$ cat src/rtl/fetch_decode_queue.sv
// Instruction-fetch consumer queue: buffers {pc, instr} pairs and presents the
// head entry to decode with RV32I field extraction and immediate generation.
module fetch_decode_queue #(
   parameter int DEPTH     = 4,
   parameter int PTR_WIDTH = 2
) (
   input  logic                 clk,
   input  logic                 reset,
   input  logic                 fq_valid_in,
   input  logic [31:0]          fq_pc_in,
   input  logic [31:0]          fq_instr_in,
   output logic                 fq_ready_out,
   input  logic                 flush,
   input  logic                 dec_ready_in,
   output logic                 dec_valid_out,
   output logic [31:0]          dec_pc,
   output logic [31:0]          dec_instr,
   output logic [6:0]           dec_opcode,
   output logic [4:0]           dec_rd,
   output logic [2:0]           dec_funct3,
   output logic [4:0]           dec_rs1,
   output logic [4:0]           dec_rs2,
   output logic [6:0]           dec_funct7,
   output logic [31:0]          dec_imm,
   output logic                 dec_illegal,
   output logic [PTR_WIDTH:0]   count
);

   localparam logic [PTR_WIDTH:0] FULL_COUNT = (PTR_WIDTH + 1)'(DEPTH);

   logic [31:0]          pc_mem    [DEPTH];
   logic [31:0]          instr_mem [DEPTH];
   logic [PTR_WIDTH-1:0] wptr;
   logic [PTR_WIDTH-1:0] rptr;
   logic                 push;
   logic                 pop;
   logic [31:0]          head;

   function automatic logic is_legal(input logic [6:0] op);
      logic ok;
      ok = 1'b0;
      case (op)
         7'b0000011, 7'b0010011, 7'b1100111,
         7'b0100011, 7'b1100011,
         7'b0110111, 7'b0010111,
         7'b1101111, 7'b0110011: ok = 1'b1;
         default:               ok = 1'b0;
      endcase
      return ok;
   endfunction

   function automatic logic [31:0] imm_of(input logic [31:0] ins);
      logic [31:0] imm;
      imm = '0;
      case (ins[6:0])
         7'b0000011, 7'b0010011, 7'b1100111:
            imm = {{20{ins[31]}}, ins[31:20]};
         7'b0100011:
            imm = {{20{ins[31]}}, ins[31:25], ins[11:7]};
         7'b1100011:
            imm = {{19{ins[31]}}, ins[31], ins[7], ins[30:25], ins[11:8], 1'b0};
         7'b0110111, 7'b0010111:
            imm = {ins[31:12], 12'b0};
         7'b1101111:
            imm = {{11{ins[31]}}, ins[31], ins[19:12], ins[20], ins[30:21], 1'b0};
         default:
            imm = '0;
      endcase
      return imm;
   endfunction

   // Ready depends only on registered occupancy, so a full queue never
   // accepts a push even when decode drains it in the same cycle.
   assign fq_ready_out  = (count != FULL_COUNT);
   assign dec_valid_out = (count != '0);
   assign push          = fq_valid_in && fq_ready_out && !flush;
   assign pop           = dec_valid_out && dec_ready_in && !flush;

   always_ff @(posedge clk or negedge reset) begin
      if (!reset) begin
         wptr  <= '0;
         rptr  <= '0;
         count <= '0;
      end else if (flush) begin
         wptr  <= '0;
         rptr  <= '0;
         count <= '0;
      end else begin
         if (push) wptr <= wptr + 1'b1;
         if (pop)  rptr <= rptr + 1'b1;
         case ({push, pop})
            2'b10:   count <= count + 1'b1;
            2'b01:   count <= count - 1'b1;
            default: count <= count;
         endcase
      end
   end

   // Storage holds data only; its contents are irrelevant while empty.
   always_ff @(posedge clk) begin
      if (push) begin
         pc_mem[wptr]    <= fq_pc_in;
         instr_mem[wptr] <= fq_instr_in;
      end
   end

   assign head        = instr_mem[rptr];
   assign dec_pc      = pc_mem[rptr];
   assign dec_instr   = head;
   assign dec_opcode  = head[6:0];
   assign dec_rd      = head[11:7];
   assign dec_funct3  = head[14:12];
   assign dec_rs1     = head[19:15];
   assign dec_rs2     = head[24:20];
   assign dec_funct7  = head[31:25];
   assign dec_imm     = imm_of(head);
   assign dec_illegal = dec_valid_out && !is_legal(head[6:0]);

endmodule

$ cat config.mk
export PLATFORM = sky130hd
export DESIGN_NAME = fetch_decode_queue
export DESIGN_NICKNAME = d
export VERILOG_FILES = /design/src/rtl/fetch_decode_queue.sv
export SDC_FILE = /design/constraint.sdc
export NUM_CORES = 1
export LEC_CHECK = 0
export ABC_AREA = 1
export BUFFER_PORTS_ARGS = -buffer_cell sky130_fd_sc_hd__buf_2
export CELL_PAD_IN_SITES_DETAIL_PLACEMENT = 0
export CELL_PAD_IN_SITES_GLOBAL_PLACEMENT = 2
export CORE_ASPECT_RATIO = 1.1
export CORE_MARGIN = 2
export CORE_UTILIZATION = 34
export CTS_BUF_LIST = sky130_fd_sc_hd__clkbuf_8
export DETAILED_ROUTE_END_ITERATION = 8
export GPL_TIMING_DRIVEN = 0
export PLACE_DENSITY = 0.81
export SYNTH_ARGS = -nofsm -noshare
export SYNTH_HDL_FRONTEND = slang
export SYNTH_SLANG_ARGS = --single-unit
$ cat constraint.sdc
create_clock -name clk -period 3.8 [get_ports clk]
set_input_delay 0.57 -clock clk [delete_from_list [all_inputs] [get_ports clk]]
set_output_delay 0.57 -clock clk [all_outputs]
set_load 0.01 [all_outputs]
==> results of run 1 <==
-- registers in the layout, summed over array words and instances (netlist names) --
signal,count
wptr,2
pc_mem,128
rptr,2
count,3
instr_mem,128
-- worst paths after layout --
path,start,to,slack [ns],cells past startpoint
max,rptr[1],dec_imm[4],0.16,10
max in group asynchronous,reset,rptr[0],3.23,2
min reg2reg,wptr[0],wptr[0],0.57,1
max reg2reg,count[0],pc_mem[3][8],1.27,7
min in group asynchronous,reset,count[1],0.40,2
min,fq_pc_in[16],pc_mem[3][16],0.25,1
-- metrics by stage --
step / util / instance area (um^2) / TNS [ns] / worst slack [ns] / power, mW
5_1_grt: 0.4305 / 13590 / 0 / 0.0004459 / 8.807
3_3_place_gp: 0.3950 / 12470 / -769.46 / -3.106 / 6.086
6_report: 0.4306 / 13590 / 0 / 0.1597 / 8.321
4_1_cts: 0.4302 / 13580 / 0 / 0.01074 / 8.438
2_1_floorplan: - / 10930 / -73.03 / -0.2853 / 5.009
3_5_place_dp: 0.4041 / 12760 / 0 / 0.4444 / 6.130
-- cell families after synthesis --
family                     count (synthesis)  share of synthesized area
xor gates and xnor gates                   2                   0.001603
DFF                                      263                     0.7192
adders and majority gates                  5                   0.006410
AOI/OAI and AO/OA                        169                    0.08550
and+or+nand+nor                          347                     0.1331
buffers and inverters                    110                    0.05414
-- critical path, cell delays in order, from the launching register on --
cell      delay (ns)
dfrtp_1         0.42
buf_4           0.19
inv_2           0.08
buf_6           0.14
buf_2           0.28
clkbuf_1        0.48
o21ai_0         0.18
o22ai_1         0.45
nand2_1         0.11
nand2_1         0.08
buf_2           0.13
-- routing by layer --
| layer | global-route usage | vias up | part of all wire |
|---|---|---|---|
| met2 | 0.2939 | 228 | 0.49 |
| li1 | - | 3692 | - |
| met4 | 0.05160 | 2 | 0.021 |
| met1 | 0.2130 | 3617 | 0.43 |
| met3 | 0.03939 | 51 | 0.062 |
| met5 | 0 | - | 0.00055 |
-- power breakdown --
| part | leakage, nW | switching [mW] | total (mW) | internal [mW] |
|---|---|---|---|---|
| Sequential | 2.42 | 0.0584 | 3.44 | 3.38 |
| Clock | 0.485 | 1.07 | 2.29 | 1.22 |
| Combinational | 2.55 | 1.66 | 2.59 | 0.935 |
-- cells in the final DEF, fill, tap and decap left out, types with 5 or more instances in the layout --
master and count:
a21oi_1 6, buf_12 6, buf_16 5, buf_2 213
buf_4 36, clkbuf_1 18, clkbuf_2 8, clkbuf_8 48
clkinv_1 7, dfrtp_1 7, edfxtp_1 256, inv_1 48
nand2_1 140, nand2_2 7, nand3_1 50, nor2_1 127
nor2_4 7, o21ai_0 106, o22ai_1 49, or2_2 5
-- cell type report --
type	instances	area share
buffer	77	0.03517
antenna	2	0.0003683
clock buffer	48	0.04861
inverter	33	0.009114
multi-input combinational	523	0.1845
sequential	263	0.5785
timing repair buffer	214	0.09409
tap	420	0.03867
clock inverter	30	0.01096
-- repair_timing --
| action | in CTS | in global routing |
|---|---|---|
| endpoints found under the hold margin | 7 | 0 |
| endpoints found under the setup margin | 28 | 21 |
| resized for setup | 2 | 9 |
| hold buffers | 1 | 0 |
==> impl_metrics.env, run 1 <==
export IMPL_synth_async_reset_ratio=0.02662
export IMPL_timing_fmax_mhz=274.7
export IMPL_p_per_area_nw_per_um2=612.2
export IMPL_place_inst=1529
export IMPL_routedWlPerCell_um=17.93
export IMPL_rsz0062_at_grt="no"
export IMPL_synth_flop_cell="edfxtp_1"
export IMPL_antenna_found_initial=3
export IMPL_ant_nets=0
export IMPL_fillers=2988
export IMPL_die_h_um=192.1
export IMPL_drtIter0Drc=402
export IMPL_multi_input_area_um2=2507
export IMPL_clk_latency_ns=0.54
export IMPL_avgSynthCellArea_um2=12.20
export IMPL_drt_wl_total_um=28870
export IMPL_cts_root_buf="clkbuf_8"
export IMPL_dieWidth_um=175.0
export IMPL_synthCells=896
export IMPL_outcome="finished, final reports clean"
export IMPL_grt_max_degree=27
export IMPL_grt_pass1_wl_um=43020
export IMPL_track_usage=0.1702
export IMPL_syn_nets=970
export IMPL_yosysMostFrequentCell="edfxtp_1"
export IMPL_hold_class="primary input to flop"
export IMPL_drv_slew=0
export IMPL_nets=1230
export IMPL_pin_count=203
export IMPL_relSlewSlack=0.5235
export IMPL_crit_arrival_ns=3.07
export IMPL_period_share=0.9580
export IMPL_area_growth_pct=24.32
export IMPL_numCtsBuffers=44
export IMPL_avgViaCountPerCell=4.714
export IMPL_cts_setup_buffers=0
export IMPL_cp_end_kind="output port"
export IMPL_design_core_area_um2=31570
export IMPL_port_buffer_count=202
export IMPL_drive_gt1_frac=0.2971
export IMPL_cts_buffer_depth=3
export IMPL_irDropWorstVdd_mv=0.2768
export IMPL_layout_cells_non_filler=1610
export IMPL_cts_tree="built"
export IMPL_yosys_top_cells_count="edfxtp_1, nand2_1, nor2_1"
export IMPL_synth_cell_types=33
export IMPL_yosysSeqAreaShare=0.7192
export IMPL_yosys_top_cells_area="edfxtp_1, o21ai_0, nand2_1, nor2_1, o22ai_1"
export IMPL_finalSetupViolCount=0
export IMPL_num_vias=7590
export IMPL_worst_pin_slew_ns=0.7148
export IMPL_num_rows=68
export IMPL_synth_area_um2=10930
export IMPL_synth_warnings=0
export IMPL_overflow=0
export IMPL_holdWs_ns=0.2467
export IMPL_clkTransAtPathRegs_ns=0.06
export IMPL_post_dp_hpwl_um=19990
export IMPL_cap_viol_max_count=0
export IMPL_worst_setup_path_start_kind="flop"
export IMPL_synth_top_area_share=0.7032
export IMPL_worstPathRequired_ns=3.23
export IMPL_initial_utilization=0.3463
export IMPL_gp_congestion=0.7408
export IMPL_drtPass1Iterations=7
export IMPL_drc=0
export IMPL_grt_pass1_vias=7432
export IMPL_cp_max_fo=10
export IMPL_power_leakage_nw=5.455
export IMPL_yosys_area_top_type="edfxtp_1"
export IMPL_synth_edf_count=256
export IMPL_regArea_um2=7863
export IMPL_fin_crit_ns=3.640
export IMPL_hold_viol=0
export IMPL_ys_ff_latch=263
export IMPL_htree_levels=2
export IMPL_clock_sinks=263
export IMPL_dieArea_um2=33600
export IMPL_fin_skew_ns=0.02234
export IMPL_crit_type="flop to output port"
Power figures use the tool's default switching activity.
==> run 2, diff against run 1 <==
- ABC_CLOCK_PERIOD_IN_PS: unset -> 3500
- CELL_PAD_IN_SITES_DETAIL_PLACEMENT: 0 -> unset
- CELL_PAD_IN_SITES_GLOBAL_PLACEMENT: 2 -> unset
- PLACE_DENSITY: 0.81 -> 0.57
- clock period: 3.8 -> 3.5 ns (I/O delays scaled with it)
==> impl_metrics.env, run 2 (synthesis results as in run 1) <==
export IMPL_gp_congestion=0.7776
export IMPL_timing_rr_end="instr_mem[2][10]"
export IMPL_clk_latency_ns=0.54
export IMPL_drtPass1Iterations=7
export IMPL_finalSetupTns_ns=0
export IMPL_timing_fmax_mhz=303.7
export IMPL_hold_viol=0
export IMPL_ant_nets=0
export IMPL_worst_pin_slew_ns=0.8889
export IMPL_layout_common_cells="edfxtp_1, buf_2, nand2_1"
export IMPL_crit_type="flop to output port"
export IMPL_drv_slew=0
export IMPL_cts_tree="built"
export IMPL_num_rows=68
export IMPL_nets=1226
export IMPL_crit_arrival_ns=2.77
export IMPL_clock_sinks=263
export IMPL_cp_max_fo=10
export IMPL_worst_path_max_delay_cell="clkbuf_2"
export IMPL_design_area_um2=13460
export IMPL_cap_viol_max_count=0
export IMPL_drt_wl_total_um=28480
export IMPL_startpoint="rptr[1]"
export IMPL_pin_count=203
export IMPL_drtIter0Drc=327
export IMPL_hold_class="primary input to flop"
export IMPL_power_leakage_nw=5.396
export IMPL_cts_buffer_depth=3
export IMPL_fin_crit_ns=3.293
export IMPL_finalSetupViolCount=0
export IMPL_area_growth_pct=23.10
export IMPL_relSlewSlack=0.4060
export IMPL_irDropWorstVdd_mv=0.3212
export IMPL_worst_setup_path_start_kind="flop"
export IMPL_grt_max_degree=28
export IMPL_fin_skew_ns=0.01534
export IMPL_grt_pass1_vias=7369
export IMPL_final_common_cell="edfxtp_1"
export IMPL_cp_end_kind="output port"
export IMPL_worstPathRequired_ns=2.97
export IMPL_rsz0062_at_grt="no"
export IMPL_htree_levels=2
export IMPL_dieArea_um2=33600
export IMPL_drc=0
export IMPL_reg_top3="instr_mem: 128 flops, pc_mem: 128 flops, count: 3 flops"
export IMPL_port_buffer_count=202
export IMPL_outcome="finished, final reports clean"
export IMPL_r2r_slack_ns=1.05
export IMPL_routedWlPerCell_um=17.77
export IMPL_multi_input_area_um2=2522
export IMPL_clkTransAtPathRegs_ns=0.06
export IMPL_cp_endpoint="dec_pc[29]"
export IMPL_die_h_um=192.1
export IMPL_cts_root_buf="clkbuf_8"
export IMPL_antenna_found_initial=3
export IMPL_grt_pass1_wl_um=42010
export IMPL_numCtsBuffers=43
export IMPL_post_dp_hpwl_um=18720
export IMPL_timing_rr_start="count[1]"
export IMPL_track_usage=0.1656
export IMPL_regArea_um2=7863
export IMPL_p_per_area_nw_per_um2=656.9
export IMPL_slowest_delay_ns=0.41
export IMPL_drive_gt1_frac=0.3046
export IMPL_worstPathCellList="buf_4 -> inv_2 -> buf_6 -> buf_2 -> clkbuf_2 -> clkbuf_2 -> o21ai_0 -> o22ai_1 -> buf_2"
export IMPL_period_share=0.9407
export IMPL_fillers=3011
export IMPL_power_mw=8.840
export IMPL_overflow=0
export IMPL_r2r_cells=5
export IMPL_place_area_um2=12670
export IMPL_avgViaCountPerCell=4.732
export IMPL_design_core_area_um2=31570
export IMPL_initial_utilization=0.3463
export IMPL_dieWidth_um=175.0
export IMPL_num_vias=7586
-- run 2: changes by cell type in the layout (fill, tap and decap cells not counted), moves of 2 or more --
cell | previous run | this run
clkbuf_8 | 48 | 43
inv_1 | 48 | 42
clkbuf_4 | 0 | 2
buf_16 | 5 | 1
o22ai_2 | 1 | 3
clkbuf_2 | 8 | 16
o22ai_1 | 49 | 47
clkbuf_1 | 18 | 7
clkinv_1 | 7 | 14
-- run 2: how the worst min path moves through the flow --
stage | start | end | slack [ns] | depth (start not counted)
after floorplan | reset | count[0] | 0.23 | 0
after global placement | reset | count[2] | 0.37 | 1
after detailed placement | reset | count[1] | 0.37 | 1
final | fq_pc_in[13] | pc_mem[2][13] | 0.19 | 1
after global routing | fq_instr_in[25] | instr_mem[2][25] | 0.15 | 1
after CTS | fq_pc_in[6] | pc_mem[3][6] | 0.15 | 1
-- run 2: what timing repair did --
action,in CTS,in global routing
hold buffers,1,0
buffers inserted,0,0
gates resized for setup,12,19
endpoints found under the setup margin,57,35
endpoints found under the hold margin,7,0
-- run 2: metrics by stage --
step / std cells / setup WS, ns / hold slack (ns) / utilization
final: 1603 / 0.2074 / 0.1934 / 0.4263
after global routing: 1602 / 0.0005362 / 0.1490 / 0.4262
after CTS: 1602 / 0.001993 / 0.1469 / 0.4253
after detailed placement: 1526 / 0.2536 / 0.3703 / 0.4013
after global placement: 1518 / -3.270 / 0.3700 / 0.3950
after floorplan: 896 / -0.5421 / 0.2294 / -
-- run 2: area by class of cell --
class                           count  area share
Antenna cell                        1   0.0001860
Buffer                             77     0.03691
Clock buffer                       43     0.04398
Clock inverter                     32     0.01060
Inverter                           33    0.009205
Multi-Input combinational cell    523      0.1874
Sequential cell                   263      0.5843
Tap cell                          420     0.03905
Timing Repair Buffer              211     0.08833
-- run 2: worst max-delay path, delay by kind of cell, from the launching register on --
| family | cells | cell delay (ns) |
|---|---|---|
| AOI/OAI and AO/OA | 2 | 0.35 |
| buffers and inverters | 7 | 1.53 |
| DFF | 1 | 0.36 |
-- run 2: power by group --
group	switching, mW	internal (mW)	total (mW)
clock	1.17	1.15	2.32
combinational	1.78	1.01	2.80
sequential	0.0564	3.67	3.72
-- run 2: per-layer routing --
layer | vias up | GRT usage | part of all wire | routed length [um]
li1 | 3683 | - | - | -
met1 | 3592 | 0.1991 | 0.43 | 12130
met2 | 263 | 0.2873 | 0.48 | 13660
met3 | 44 | 0.04691 | 0.072 | 2039
met4 | 4 | 0.05385 | 0.022 | 631
met5 | - | 0 | 0.00098 | 28
==> run 3, diff against run 2 <==
- CORE_UTILIZATION: 34 -> 25
- PLACE_DENSITY: 0.57 -> 0.46
==> impl_metrics.env, run 3 (synthesis results as in run 1) <==
export IMPL_fin_crit_ns=3.291
export IMPL_rsz0062_at_grt="no"
export IMPL_clock_sinks=263
export IMPL_startpoint="rptr[0]"
export IMPL_grt_pass1_vias=7448
export IMPL_drive_gt1_frac=0.3207
export IMPL_outcome="finished, final reports clean"
export IMPL_die_h_um=223.3
export IMPL_worstPathRequired_ns=2.97
export IMPL_drt_wl_total_um=31870
export IMPL_worst_path_max_delay_cell="dfrtp_2"
export IMPL_cp_end_kind="output port"
export IMPL_finalSetupTns_ns=0
export IMPL_crit_arrival_ns=2.77
export IMPL_overflow=0
export IMPL_cp_endpoint="dec_imm[13]"
export IMPL_cap_viol_max_count=0
export IMPL_relSlewSlack=0.4231
export IMPL_post_route_util=0.3210
export IMPL_crit_type="flop to output port"
export IMPL_worst_setup_path_start_kind="flop"
export IMPL_cp_max_fo=10
export IMPL_power_mw=9.147
export IMPL_clkTransAtPathRegs_ns=0.06
export IMPL_cts_root_buf="clkbuf_8"
export IMPL_p_seq_frac=0.407
export IMPL_hold_viol=0
export IMPL_gp_congestion=0.7503
export IMPL_period_share=0.9404
export IMPL_drtIter0Drc=403
export IMPL_design_core_area_um2=43240
export IMPL_nets=1232
export IMPL_ant_nets=0
export IMPL_drv_slew=0
export IMPL_layout_common_cells="edfxtp_1, buf_2, nand2_1"
export IMPL_routedWlPerCell_um=18.04
export IMPL_dieWidth_um=203.4
export IMPL_num_rows=80
export IMPL_cts_tree="built"
export IMPL_htree_levels=2
export IMPL_antenna_found_initial=5
export IMPL_timing_rr_start="count[0]"
export IMPL_r2r_cells=5
export IMPL_grt_max_degree=26
export IMPL_reg_top3="instr_mem: 128 flops, pc_mem: 128 flops, count: 3 flops"
export IMPL_post_dp_hpwl_um=21550
export IMPL_switching_share=0.3420
export IMPL_internal_power_mw=6.019
export IMPL_hold_class="primary input to flop"
export IMPL_worstPathCellList="inv_2 -> buf_6 -> buf_6 -> buf_2 -> clkbuf_2 -> nor2_1 -> o22ai_2 -> nand2_1 -> nand2_1 -> buf_2"
export IMPL_slowest_delay_ns=0.45
export IMPL_power_frac_clock=0.274
export IMPL_clk_latency_ns=0.57
export IMPL_area_growth_pct=26.99
export IMPL_fin_ws_ns=0.2087
export IMPL_port_buffer_count=202
export IMPL_worst_pin_slew_ns=0.8633
export IMPL_timing_fmax_mhz=303.8
export IMPL_drtPass1Iterations=5
export IMPL_timing_rr_end="pc_mem[3][17]"
export IMPL_dp_worst_setup_slack_ns=0.03851
export IMPL_grt_pass1_wl_um=46550
export IMPL_initial_utilization=0.2528
export IMPL_num_vias=7645
export IMPL_pin_count=203
export IMPL_cts_buffer_depth=3
export IMPL_final_common_cell="edfxtp_1"
export IMPL_dieArea_um2=45420
export IMPL_irDropWorstVdd_mv=0.3159
export IMPL_finalSetupViolCount=0
export IMPL_p_per_area_nw_per_um2=658.9
export IMPL_fin_skew_ns=0.03283
export IMPL_drc=0
export IMPL_p_switching_mw=3.128
export IMPL_numCtsBuffers=45
export IMPL_track_usage=0.1383
export IMPL_r2r_slack_ns=1.08
export IMPL_avgViaCountPerCell=4.329
export IMPL_power_leakage_nw=5.522
export IMPL_power_frac_comb=0.319
run 3: layout make-up:
type                    count  area (um^2)
fillers                  4434        29360
flip-flops and latches    263         7864
multi-input cells         523         2569
repair buffers            215         1286
well taps                 574        718.2
clock buffers              46        633.1
plain buffers              77        518.0
clock inverters            34        167.7
inverters                  33        123.9
diodes                      1        2.502
run 3: worst min path at each step:
stage                    start                to  slack, ns  cells past startpoint
6_report                 flush           rptr[0]       0.16                      2
5_1_grt        fq_instr_in[14]  instr_mem[1][14]       0.13                      1
4_1_cts            fq_pc_in[9]      pc_mem[3][9]       0.10                      1
3_5_place_dp             reset          count[2]       0.37                      1
3_3_place_gp             reset          count[2]       0.37                      1
2_1_floorplan            reset          count[0]       0.23                      0
run 3: what timing repair did:
action / CTS / global route
pin swaps: 0 / 0
buffers inserted: 0 / 1
resized for setup: 25 / 26
hold endpoints to repair: 7 / 0
cloned: 0 / 0
hold buffers: 1 / 0
setup endpoints to repair: 81 / 35
run 3: critical path, delay by kind of cell (launching register included):
kind | cells | cell delay, ns
buf+inv | 6 | 1.19
simple gates | 3 | 0.26
compound gates | 1 | 0.28
flops | 1 | 0.45
run 3: routing by layer:
metal,global-route usage,part of all wire,vias up
li1,-,-,3691
met1,0.1730,0.42,3643
met2,0.2321,0.48,247
met3,0.03681,0.068,58
met4,0.04380,0.027,6
met5,0,0.0015,-
run 3: power groups by stage:
stage | combinational, mW | sequential (mW) | clock [mW]
finish | 2.91 | 3.72 | 2.51
global route | 3.23 | 3.74 | 2.73
CTS | 2.96 | 3.73 | 2.62
detailed placement | 2.93 | 3.79 | 0
global placement | 2.85 | 3.83 | 0
floorplan | 1.63 | 3.80 | 0
run 3: through the flow:
stage | cells | instance area [um^2] | hold WS [ns]
4_1_cts | 1764 | 13810 | 0.1041
5_1_grt | 1765 | 13880 | 0.1268
3_3_place_gp | 1672 | 12660 | 0.3695
2_1_floorplan | 896 | 10930 | 0.2294
6_report | 1766 | 13880 | 0.1609
3_5_place_dp | 1683 | 12950 | 0.3680
